**config.mk**
```make
export PLATFORM = sky130hd
export DESIGN_NAME = song_sequencer
export DESIGN_NICKNAME = d
export VERILOG_FILES = /design/src/rtl/song_pkg.sv /design/src/rtl/dffr.sv /design/src/rtl/dffre.sv /design/src/rtl/song_sequencer.sv
export SDC_FILE = /design/constraint.sdc
export NUM_CORES = 1
export LEC_CHECK = 0
export CORE_ASPECT_RATIO = 0.9
export CORE_UTILIZATION = 40
export CTS_BUF_LIST = sky130_fd_sc_hd__clkbuf_4 sky130_fd_sc_hd__clkbuf_8
export CTS_CLUSTER_SIZE = 20
export DETAILED_ROUTE_END_ITERATION = 10
export GPL_TIMING_DRIVEN = 0
export HOLD_SLACK_MARGIN = 0.15
export MAX_ROUTING_LAYER = met4
export PLACE_DENSITY = 0.8
export SKIP_LAST_GASP = 1
export SLEW_MARGIN = 30
export SYNTH_ARGS = -nofsm -noshare
export SYNTH_HDL_FRONTEND = slang
export SYNTH_SLANG_ARGS = --single-unit
```
**constraint.sdc**
```tcl
create_clock -name clk -period 6.37 [get_ports clk]
set_input_delay 1.274 -clock clk [delete_from_list [all_inputs] [get_ports clk]]
set_output_delay 1.274 -clock clk [all_outputs]
set_load 0.005 [all_outputs]
```
**src/rtl/song_pkg.sv**
```systemverilog
// Shared types and constants for the song sequencer: FSM states and song ROM word layout.
package song_pkg;

   typedef enum logic [2:0] {
      IDLE     = 3'd0,
      FETCH    = 3'd1,
      WAIT_ROM = 3'd2,
      LOAD     = 3'd3,
      PLAYING  = 3'd4,
      DONE     = 3'd5
   } song_state_e;

   localparam int NOTE_MSB = 11;
   localparam int NOTE_LSB = 6;
   localparam int DUR_MSB  = 5;
   localparam int DUR_LSB  = 0;

   localparam logic [5:0] END_DURATION = 6'd0;

endpackage

```
**src/rtl/dffr.sv**
```systemverilog
// Generic D flop with synchronous active-high reset to a parameterised value.
module dffr #(
   parameter int             W       = 1,
   parameter logic [W-1:0]   RST_VAL = {W{1'b0}}
) (
   input  logic         clk,
   input  logic         reset,
   input  logic [W-1:0] d,
   output logic [W-1:0] q
);

   // state register with synchronous reset
   always_ff @(posedge clk) begin
      if (reset) begin
         q <= RST_VAL;
      end else begin
         q <= d;
      end
   end

endmodule

```
**src/rtl/dffre.sv**
```systemverilog
// Generic D flop with load enable and synchronous active-high reset to a parameterised value.
module dffre #(
   parameter int             W       = 1,
   parameter logic [W-1:0]   RST_VAL = {W{1'b0}}
) (
   input  logic         clk,
   input  logic         reset,
   input  logic         en,
   input  logic [W-1:0] d,
   output logic [W-1:0] q
);

   // enabled register with synchronous reset
   always_ff @(posedge clk) begin
      if (reset) begin
         q <= RST_VAL;
      end else if (en) begin
         q <= d;
      end else begin
         q <= q;
      end
   end

endmodule

```
**src/rtl/song_sequencer.sv**
```systemverilog
// Steps the note player through one song of the song ROM, one {note, duration} word at a time.
// Optional SONG_SEQUENCER_LOOP_EN: restart the song at index 0 instead of stopping in DONE.
module song_sequencer
   import song_pkg::*;
#(
   parameter int NOTE_IDX_W = 5,
   parameter int SONG_W     = 2
) (
   input  logic                         clk,
   input  logic                         reset,
   input  logic                         play,
   input  logic [SONG_W-1:0]            song,
   input  logic                         note_done,
   output logic [SONG_W+NOTE_IDX_W-1:0] rom_addr,
   input  logic [11:0]                  rom_data,
   output logic [5:0]                   note_to_load,
   output logic [5:0]                   duration_to_load,
   output logic                         load_new_note,
   output logic                         song_done,
   output logic [NOTE_IDX_W-1:0]        note_index
);

   localparam logic [NOTE_IDX_W-1:0] IDX_ZERO = {NOTE_IDX_W{1'b0}};
   localparam logic [NOTE_IDX_W-1:0] IDX_ONE  = {{(NOTE_IDX_W-1){1'b0}}, 1'b1};
   localparam logic [NOTE_IDX_W-1:0] IDX_LAST = {NOTE_IDX_W{1'b1}};

   logic [2:0]            state_bits_r;
   song_state_e           state_s;
   song_state_e           state_next_s;
   logic [NOTE_IDX_W-1:0] idx_r;
   logic [NOTE_IDX_W-1:0] idx_next_s;
   logic [SONG_W-1:0]     song_q_r;
   logic                  first_r;
   logic                  first_next_s;
   logic                  done_next_s;
   logic                  capture_s;
   logic [5:0]            rom_note_s;
   logic [5:0]            rom_dur_s;

   assign state_s    = song_state_e'(state_bits_r);
   assign rom_note_s = rom_data[NOTE_MSB:NOTE_LSB];
   assign rom_dur_s  = rom_data[DUR_MSB:DUR_LSB];

   // Tracking song every cycle gives song_q=song both at reset and one cycle after any change.
   always_ff @(posedge clk) begin
      song_q_r <= song;
   end

   // next-state, index, first-cycle and end-of-song decisions
   always_comb begin
      state_next_s = state_s;
      idx_next_s   = idx_r;
      first_next_s = first_r;
      done_next_s  = song_done;
      capture_s    = 1'b0;
      if (song != song_q_r) begin
         state_next_s = play ? FETCH : IDLE;
         idx_next_s   = IDX_ZERO;
         first_next_s = 1'b0;
         done_next_s  = 1'b0;
      end else if (!play) begin
         state_next_s = state_s;
      end else begin
`ifdef SONG_SEQUENCER_LOOP_EN
         done_next_s = 1'b0;
`endif
         case (state_s)
            IDLE:     state_next_s = FETCH;
            FETCH:    state_next_s = WAIT_ROM;
            WAIT_ROM: begin
               if (rom_dur_s == END_DURATION) begin
`ifdef SONG_SEQUENCER_LOOP_EN
                  idx_next_s   = IDX_ZERO;
                  state_next_s = FETCH;
                  done_next_s  = 1'b1;
`else
                  state_next_s = DONE;
                  done_next_s  = 1'b1;
`endif
               end else begin
                  capture_s    = 1'b1;
                  state_next_s = LOAD;
               end
            end
            LOAD: begin
               state_next_s = PLAYING;
               first_next_s = 1'b1;
            end
            PLAYING: begin
               // done is still high from the previous note in the first PLAYING cycle
               if (first_r) begin
                  first_next_s = 1'b0;
               end else if (note_done) begin
                  if (idx_r == IDX_LAST) begin
`ifdef SONG_SEQUENCER_LOOP_EN
                     idx_next_s   = IDX_ZERO;
                     state_next_s = FETCH;
                     done_next_s  = 1'b1;
`else
                     state_next_s = DONE;
                     done_next_s  = 1'b1;
`endif
                  end else begin
                     idx_next_s   = idx_r + IDX_ONE;
                     state_next_s = FETCH;
                  end
               end else begin
                  state_next_s = PLAYING;
               end
            end
            DONE: begin
               state_next_s = DONE;
               done_next_s  = 1'b1;
            end
            default: begin
               state_next_s = IDLE;
               idx_next_s   = IDX_ZERO;
               first_next_s = 1'b0;
            end
         endcase
      end
   end

   dffr #(.W(3), .RST_VAL(IDLE)) u_state (
      .clk(clk), .reset(reset), .d(state_next_s), .q(state_bits_r)
   );

   dffr #(.W(NOTE_IDX_W), .RST_VAL(IDX_ZERO)) u_idx (
      .clk(clk), .reset(reset), .d(idx_next_s), .q(idx_r)
   );

   dffr #(.W(1), .RST_VAL(1'b0)) u_first (
      .clk(clk), .reset(reset), .d(first_next_s), .q(first_r)
   );

   dffr #(.W(1), .RST_VAL(1'b0)) u_done (
      .clk(clk), .reset(reset), .d(done_next_s), .q(song_done)
   );

   dffre #(.W(6), .RST_VAL(6'd0)) u_note (
      .clk(clk), .reset(reset), .en(capture_s), .d(rom_note_s), .q(note_to_load)
   );

   dffre #(.W(6), .RST_VAL(6'd0)) u_dur (
      .clk(clk), .reset(reset), .en(capture_s), .d(rom_dur_s), .q(duration_to_load)
   );

   // Gating with play holds a paused LOAD pulse until play returns.
   assign load_new_note = (state_s == LOAD) && play;
   assign rom_addr      = {song_q_r, idx_r};
   assign note_index    = idx_r;

endmodule

```
After elaboration in Yosys (flattened, before gate mapping)
Cells that the tools add are included.
{"block": "totals", "reg_bits": 24, "out_inout_bits": 26, "wordCells": 57}
{"block": "classes", "add_sub_neg": 1, "n_eq_ne": 13, "mux": 22, "bitwise": 2, "n_reduce_logical": 12}
{"op": "$mux W3", "n": 6}
{"op": "$pmux W3 S6", "n": 1}
{"op": "$mux W5", "n": 3}
{"op": "$ne A2 B2 Y1 const B", "n": 5}
{"op": "$pmux W5 S2", "n": 1}
{"op": "$mux W1", "n": 9}
{"op": "$eq A3 B2 Y1 const B", "n": 2}
{"op": "$eq A3 B3 Y1 const B", "n": 2}
{"op": "$logic_not A6 Y1", "n": 1}
{"op": "$reduce_and A6 Y1", "n": 1}
{"op": "$add A5 B1 Y5 const B", "n": 1}
{"op": "$eq A5 B5 Y1 const B", "n": 1}
{"op": "$reduce_and A5 Y1", "n": 1}
{"op": "$reduce_or A5 Y1", "n": 1}
{"op": "$reduce_and A2 Y1", "n": 2}
{"op": "$reduce_or A4 Y1", "n": 1}
{"op": "$eq A3 B1 Y1 const B", "n": 1}
{"op": "$logic_not A3 Y1", "n": 1}
{"op": "$ne A3 B3 Y1 const B", "n": 1}
{"op": "$pmux W1 S3", "n": 1}
{"op": "$reduce_bool A3 Y1", "n": 1}
{"op": "$ne A2 B2 Y1", "n": 1}
{"op": "$not A1 Y1", "n": 2}
{"op": "$pmux W1 S2", "n": 1}
{"op": "3 further kinds", "n": 3}

Longest topological paths before layout
Gate-level depths: netlist (run 1).
{"block": "depth", "word_depth": 7, "depth_mapped": 7, "depth_no_buf": 7}

Modules after synthesis
From an unflattened synthesis (run 1), not the netlist that was laid out.
{"block": "unflattened", "cells_unflattened": 137, "hier_area_um2": 1233.7}
{"mod": "song_sequencer", "instances": 1, "cells_each": 79, "area_each_um2": 528.0, "seq_area_each_um2": 40.0}
{"mod": "dffre", "instances": 2, "cells_each": 19, "area_each_um2": 214.0, "seq_area_each_um2": 120.1}
{"mod": "dffr at u_idx", "instances": 1, "cells_each": 10, "area_each_um2": 131.4, "seq_area_each_um2": 100.1}
{"mod": "dffr at u_state", "instances": 1, "cells_each": 6, "area_each_um2": 78.8, "seq_area_each_um2": 60.1}
{"mod": "dffr at u_done ...", "instances": 2, "cells_each": 2, "area_each_um2": 33.8, "seq_area_each_um2": 20.0}

Least setup slack after synthesis (run 1)
OpenSTA, ideal clock, no wires.
{"block": "synth_timing", "kind": "input port to output port", "start": "input port play", "end": "output port load_new_note", "t_arrival_ns": 1.626, "setup_slack_ns": 3.470, "cell_stages": 2, "cell_sequence": "nor2b_1 > and3_1"}
{"block": "synth_between", "elab_chain_len": 1}
{"element": "start: declaration", "line": "song_sequencer.sv:11", "source": "input logic play,"}
{"element": "$logic_and A1 B1 Y1", "line": "song_sequencer.sv:149", "source": "assign load_new_note = (state_s == LOAD) && play;"}
{"element": "end: declaration", "line": "song_sequencer.sv:18", "source": "output logic load_new_note,"}
Every way passes these cells.

Worst setup path after layout (run 1)
Ends and elaborated chain as after synthesis.

==> reports/qor.yml, run 1 <==
grt:
  grt_usage_pct: 18.6
  first_global_vias: 1097
  overflow: 0
  antenna_found_initial: 0
  grt_pass1_wl_mm: 4.49
  grt_max_degree: 13
cells_and_area:
  filler_cell_count: 244
  nNetsFinal: 206
  area_growth_pct: 40.0
  n_antenna_cell: 0
  drive_gt1_share_pct: 5.98
die:
  coreArea_sq_um: 2860
  die_area_sq_um: 3370
  num_rows: 18
  initial_utilization_pct: 44.0
  io_pins: 44
  die_x_um: 61.1
  die_h_um: 55.2
power_and_ir_drop:
  p_leak_nw: 0.635
  totalPowerFinal_mw: 0.249
  vdd_drop_max_mv: 0.143
  power_density_nw_per_um2: 142
synthesis:
  ys_ff_latch: 24
  yosys.area.top_type: "dfxtp_1"
  ys_types: 35
  ys_async_sr_fraction_pct: 0
  ys.flop_type: "dfxtp_1"
  seq_area_frac_synth_pct: 38.2
  yosys_warnings: 0
  synth-edff-count: 0
  synthCells: 138
  synth_most_common_cell: "nand2b_1"
  synthesis.area_sq_um: 1260
  syn-mean-instance-area_sq_um: 9.11
  synth_common_cells: "27 x nand2b_1, 24 x dfxtp_1, 14 x mux2i_1, 9 x nor2_1, 8 x nand2_1"
  yosysTopAreaCellShare_pct: 38.2
  synth_fp_nets: 158
  synth_area_leaders: "dfxtp_1 38%, nand2b_1 13%, mux2i_1 11%"
detailed_routing:
  dr.pass1.iters: 4
  wirelength_mm: 2.76
  vias_per_cell: 5.04
  drt_iter0_drc: 25
  ant_nets: 0
  wl_per_cell_um: 12.3
  vias: 1130
  drc: 0
timing:
  fin_tns_setup_ns: 0
  worst_slack_ns: 2.22
  min_period_ns: 4.15
  finalSetupViolations: 0
  max_freq_mhz: 241
  skew_ns: 0.00380
  rsz0062_at_grt: "no"
  max_slew_margin_pct: 71.0
  hold_viol: 0
  post-route-period-util_pct: 65.1
  tightestPinTransition_ns: 0.434
  slew_viol_final: 0
critical_path:
  path_class: "primary input to primary output"
  cpMaxStageDelayCell: "clkdlybuf4s50_1"
  worst_setup_path_start_kind: "primary input"
  slowest_delay_ns: 0.62
  path_max_fanout: 8
  required_ns: 5.10
  cp_common_cell: "clkdlybuf4s50_1"
  cp-end-kind: "primary output"
  path_cells: "clkdlybuf4s50_1 -> nor2b_1 -> and3_1 -> clkdlybuf4s50_1"
  crit_arrival_ns: 2.88
clock_tree:
  cts_tree: "yes"
  cts_root_buf: "clkbuf_4"
  htree_num_levels: 1
  clk_pin_slew_worst_paths_ns: 0.12
  max-clock-path-buffers: 2
  cts_made_buffers: 3
  cts_resized: 0
  clk-insertion-delay-late_ns: 0.31
  postCtsSetupBuffers: 0
  hold_buffers: 0
  cts.sinks: 24
placement:
  place_ws_ns: 2.24
  gp_congestion: 0.849
  io_buffers: 43
  post-dp-hpwl_mm: 2.14
min_path:
  hp-class: "flop to flop"
run:
  maxCapViolCount: 0
run_status:
  status: "finished clean"
registers in the layout, summed over array words and instances (netlist names):
| name | flops |
|---|---|
| song_q_r | 2 |
| u_done.q | 1 |
| u_dur.q | 6 |
| u_first.q | 1 |
| u_idx.q | 5 |
| u_note.q | 6 |
| u_state.q | 3 |
cell families (layout without fill, tap and decap cells):
family | after synthesis | in the layout | share of synthesized area (%)
simple gates | 59 | 59 | 28.0
xor+xnor | 2 | 2 | 1.39
flops | 24 | 24 | 38.2
buf+inv | 14 | 60 | 5.97
fa+ha+maj | 2 | 2 | 1.99
compound gates | 22 | 22 | 12.4
mux | 15 | 15 | 12.0
stage by stage:
stage                     cells  utilization, %  area (sq um)  hold WS [ns]
after floorplan             138               -          1260         0.465
after global placement      221            60.8          1740         0.459
after detailed placement    221            60.8          1740         0.466
after CTS                   224            61.5          1760         0.483
after global routing        224            61.5          1760         0.506
final                       224            61.5          1760         0.480
where the power goes:
group,switching [mW],internal [mW]
Combinational,0.0136,0.0192
Sequential,0.00108,0.151
Clock,0.0417,0.0221
Total,0.0565,0.193
final timing paths:
check | startpoint | cells past startpoint | end | slack, ns
worst max register to register | u_idx.q[0]$_SDFFE_PP0P_ | 7 | u_idx.q[3]$_SDFFE_PP0P_ | 4.09
worst min-delay path | u_note.q[1]$_SDFFE_PP0P_ | 2 | u_note.q[1]$_SDFFE_PP0P_ | 0.48
worst max-delay path | play | 4 | load_new_note | 2.22
worst min register to register | u_note.q[1]$_SDFFE_PP0P_ | 2 | u_note.q[1]$_SDFFE_PP0P_ | 0.48
layout make-up:
type / instances / area (sq um) / share of cell area, %
clock buffers: 3 / 22.5 / 1.28
repair buffers: 43 / 430 / 24.4
plain buffers: 12 / 67.6 / 3.84
flip-flops and latches: 24 / 480 / 27.3
inverters: 2 / 7.51 / 0.426
well taps: 40 / 50.0 / 2.84
multi-input cells: 100 / 702 / 39.9
critical path: cells and delay by family:
kind | cells | cell delay, ns
buffers and inverters | 2 | 1.13
AND/OR/NAND/NOR | 2 | 0.47
per-layer routing:
layer	up-vias	track usage, %	wire [um]
li1	568	-	-
met1	535	21.1	1270
met2	23	32.4	1370
met3	4	3.49	83
met4	0	7.58	35
met5	-	-	0
placed cells by master (no fill, tap or decap), types with 2 or more instances in the layout:
cell type	instances
a21oi_1	7
a31oi_1	2
and3_1	4
buf_4	6
clkbuf_1	6
clkbuf_4	3
clkdlybuf4s50_1	43
dfxtp_1	24
ha_1	2
inv_1	2
mux2i_1	14
nand2_1	8
nand2b_1	27
nand3b_1	2
nor2_1	9
nor3b_1	2
o21bai_1	2
xnor2_1	2
Power figures use the tool's default switching activity.
==> run 2: changes to the inputs <==
Clock period 6.37 ns to 4.25 ns, I/O delays scaled along.
==> results of run 2 <==
The final DEF is identical to that of run 1. Status: finished clean.
Main changes from that run: setup slack after placement 2.24 ns -> 0.972 ns; setup slack after layout 2.22 ns -> 0.949 ns; register-to-register setup slack 4.09 ns -> 1.97 ns; total power 0.249 mW -> 0.373 mW; worst IR drop on VDD 0.143 mV -> 0.214 mV
==> run 3: changes to the inputs <==
Settings changed: PLACE_DENSITY 0.8 to 0.83.
Clock period 4.25 ns to 2.8 ns, I/O delays scaled along.
==> run 3 against run 2 <==
Clock skew grew 0.0011 ns. Non-clock buffer count did not move. Power increased by 53%. Critical path type unchanged.
==> reports/qor.yml, run 3 (same netlist as run 1, synthesis figures left out) <==
detailed_routing:
  vias_per_cell: 4.99  # -1.2%
  dr.pass1.iters: 4  # unchanged
  vias: 1117  # -1.2%
  drt_iter0_drc: 39  # +56%
  ant_nets: 0  # unchanged
  drc: 0  # unchanged
  wl_per_cell_um: 12.6  # +2.7%
  wirelength_mm: 2.83  # +2.7%
timing:
  min_period_ns: 2.68
  hold_viol: 0  # unchanged
  max_freq_mhz: 373
  max_slew_margin_pct: 67.3  # -3.7 points
  worst_slack_ns: 0.120
  tightestPinTransition_ns: 0.487  # +0.0532 ns
  slew_viol_final: 0  # unchanged
  post-route-period-util_pct: 95.7
  rsz0062_at_grt: "no"
  finalSetupViolations: 0  # unchanged
  skew_ns: 0.00489  # +0.00109 ns
  fin_tns_setup_ns: 0  # unchanged
placement:
  placed_area_sq_um: 1740  # unchanged
  gp_congestion: 0.825  # -2.9%
  post-dp-hpwl_mm: 2.19  # +2.2%
  place_ws_ns: 0.107
  io_buffers: 43  # unchanged
cells_and_area:
  final_cell_mix: "43 x clkdlybuf4s50_1, 27 x nand2b_1, 24 x dfxtp_1"
  filler_cell_count: 259  # +6.1%
  nNetsFinal: 206  # unchanged
  finish.utilization_pct: 61.6  # +0.087 points
  seqCellArea_sq_um: 480  # unchanged
  mostFrequentLayoutCell: "clkdlybuf4s50_1"
  n_antenna_cell: 0  # unchanged
  fin_area_sq_um: 1760  # +0.14%
  area_growth_pct: 40.2
  reg_top3: "u_dur.q x6, u_note.q x6, u_idx.q x5"
  drive_gt1_share_pct: 6.52  # +0.54 points
  multiInputGateArea_sq_um: 704  # +0.36%
power_and_ir_drop:
  power_density_nw_per_um2: 325
  vdd_drop_max_mv: 0.299
  p_leak_nw: 0.636  # +0.18%
min_path:
  hp-class: "flop to flop"
critical_path:
  cp_common_cell: "clkdlybuf4s50_1"
  worst_setup_path_start_kind: "primary input"
  slowest_delay_ns: 0.62  # about the same
  critPathTopFamily: "buffers and inverters"
  worstPathBufferInverterCount: 2  # unchanged
  path_class: "primary input to primary output"
  path_max_fanout: 8  # unchanged
  crit_arrival_ns: 2.12
  r2r_slack_ns: 0.52
  required_ns: 2.24
  cp-end-kind: "primary output"
  path_cells: "clkdlybuf4s50_1 -> nor2b_2 -> and3_1 -> clkdlybuf4s50_1"
  cpMaxStageDelayCell: "clkdlybuf4s50_1"
die:
  die_area_sq_um: 3370  # unchanged
  num_rows: 18  # unchanged
  die_h_um: 55.2  # unchanged
  initial_utilization_pct: 44.0  # unchanged
  io_pins: 44  # unchanged
  coreArea_sq_um: 2860  # unchanged
  die_x_um: 61.1  # unchanged
clock_tree:
  postCtsSetupBuffers: 0  # unchanged
  hold_buffers: 0  # unchanged
  cts_tree: "yes"
  htree_num_levels: 1  # unchanged
  cts.sinks: 24  # unchanged
  max-clock-path-buffers: 2  # unchanged
  clk_pin_slew_worst_paths_ns: 0.12  # about the same
  cts_root_buf: "clkbuf_4"
  cts_made_buffers: 3  # unchanged
  cts_resized: 0  # unchanged
  clk-insertion-delay-late_ns: 0.31  # about the same
run_status:
  status: "finished clean"
grt:
  grt_usage_pct: 18.7  # +0.061 points
  antenna_found_initial: 0  # unchanged
  grt_max_degree: 13  # unchanged
  grt_pass1_wl_mm: 4.53  # +1.1%
  overflow: 0  # unchanged
  first_global_vias: 1073  # -2.2%
run:
  maxCapViolCount: 0  # unchanged
## run 3: power breakdown
part | total [mW] | switching, mW | internal (mW) | leakage [nW]
registers | 0.347 | 0.00258 | 0.345 | 0.194
logic | 0.0755 | 0.0317 | 0.0438 | 0.428
clock network | 0.150 | 0.0993 | 0.0504 | 0.0138
## run 3: metal layers
metal	up-vias	track usage, %	routed length, um
li1	568	-	-
met1	520	21.0	1300
met2	23	33.5	1400
met3	6	3.72	84
met4	0	5.68	45
met5	-	-	0
## run 3: per-stage QoR
stage	cells	power, mW	hold slack, ns
2_1_floorplan	138	0.390	0.465
3_3_place_gp	221	0.427	0.458
3_5_place_dp	221	0.429	0.468
4_1_cts	224	0.573	0.491
5_1_grt	224	0.596	0.507
6_report	224	0.572	0.483
## run 3: final cells by class
type	count	area share (%)
inverters	2	0.426
well taps	40	2.84
multi-input cells	100	40.0
clock buffers	3	1.28
repair buffers	43	24.4
flip-flops and latches	24	27.3
plain buffers	12	3.83
## run 3: path summary, 6_finish.rpt
kind	startpoint	endpoint	depth (start not counted)
min	u_note.q[4]$_SDFFE_PP0P_	u_note.q[4]$_SDFFE_PP0P_	2
min reg2reg	u_note.q[4]$_SDFFE_PP0P_	u_note.q[4]$_SDFFE_PP0P_	2
max	play	load_new_note	4
max reg2reg	u_idx.q[0]$_SDFFE_PP0P_	u_idx.q[3]$_SDFFE_PP0P_	7
## run 3: worst reg2reg max path: stages (launching register included)
cell and delay (ns):
dfxtp_1 0.39, ha_1 0.25, and3_1 0.19, ha_1 0.23
nor4b_4 0.39, nand4_1 0.17, or4_1 0.42, a31oi_1 0.18
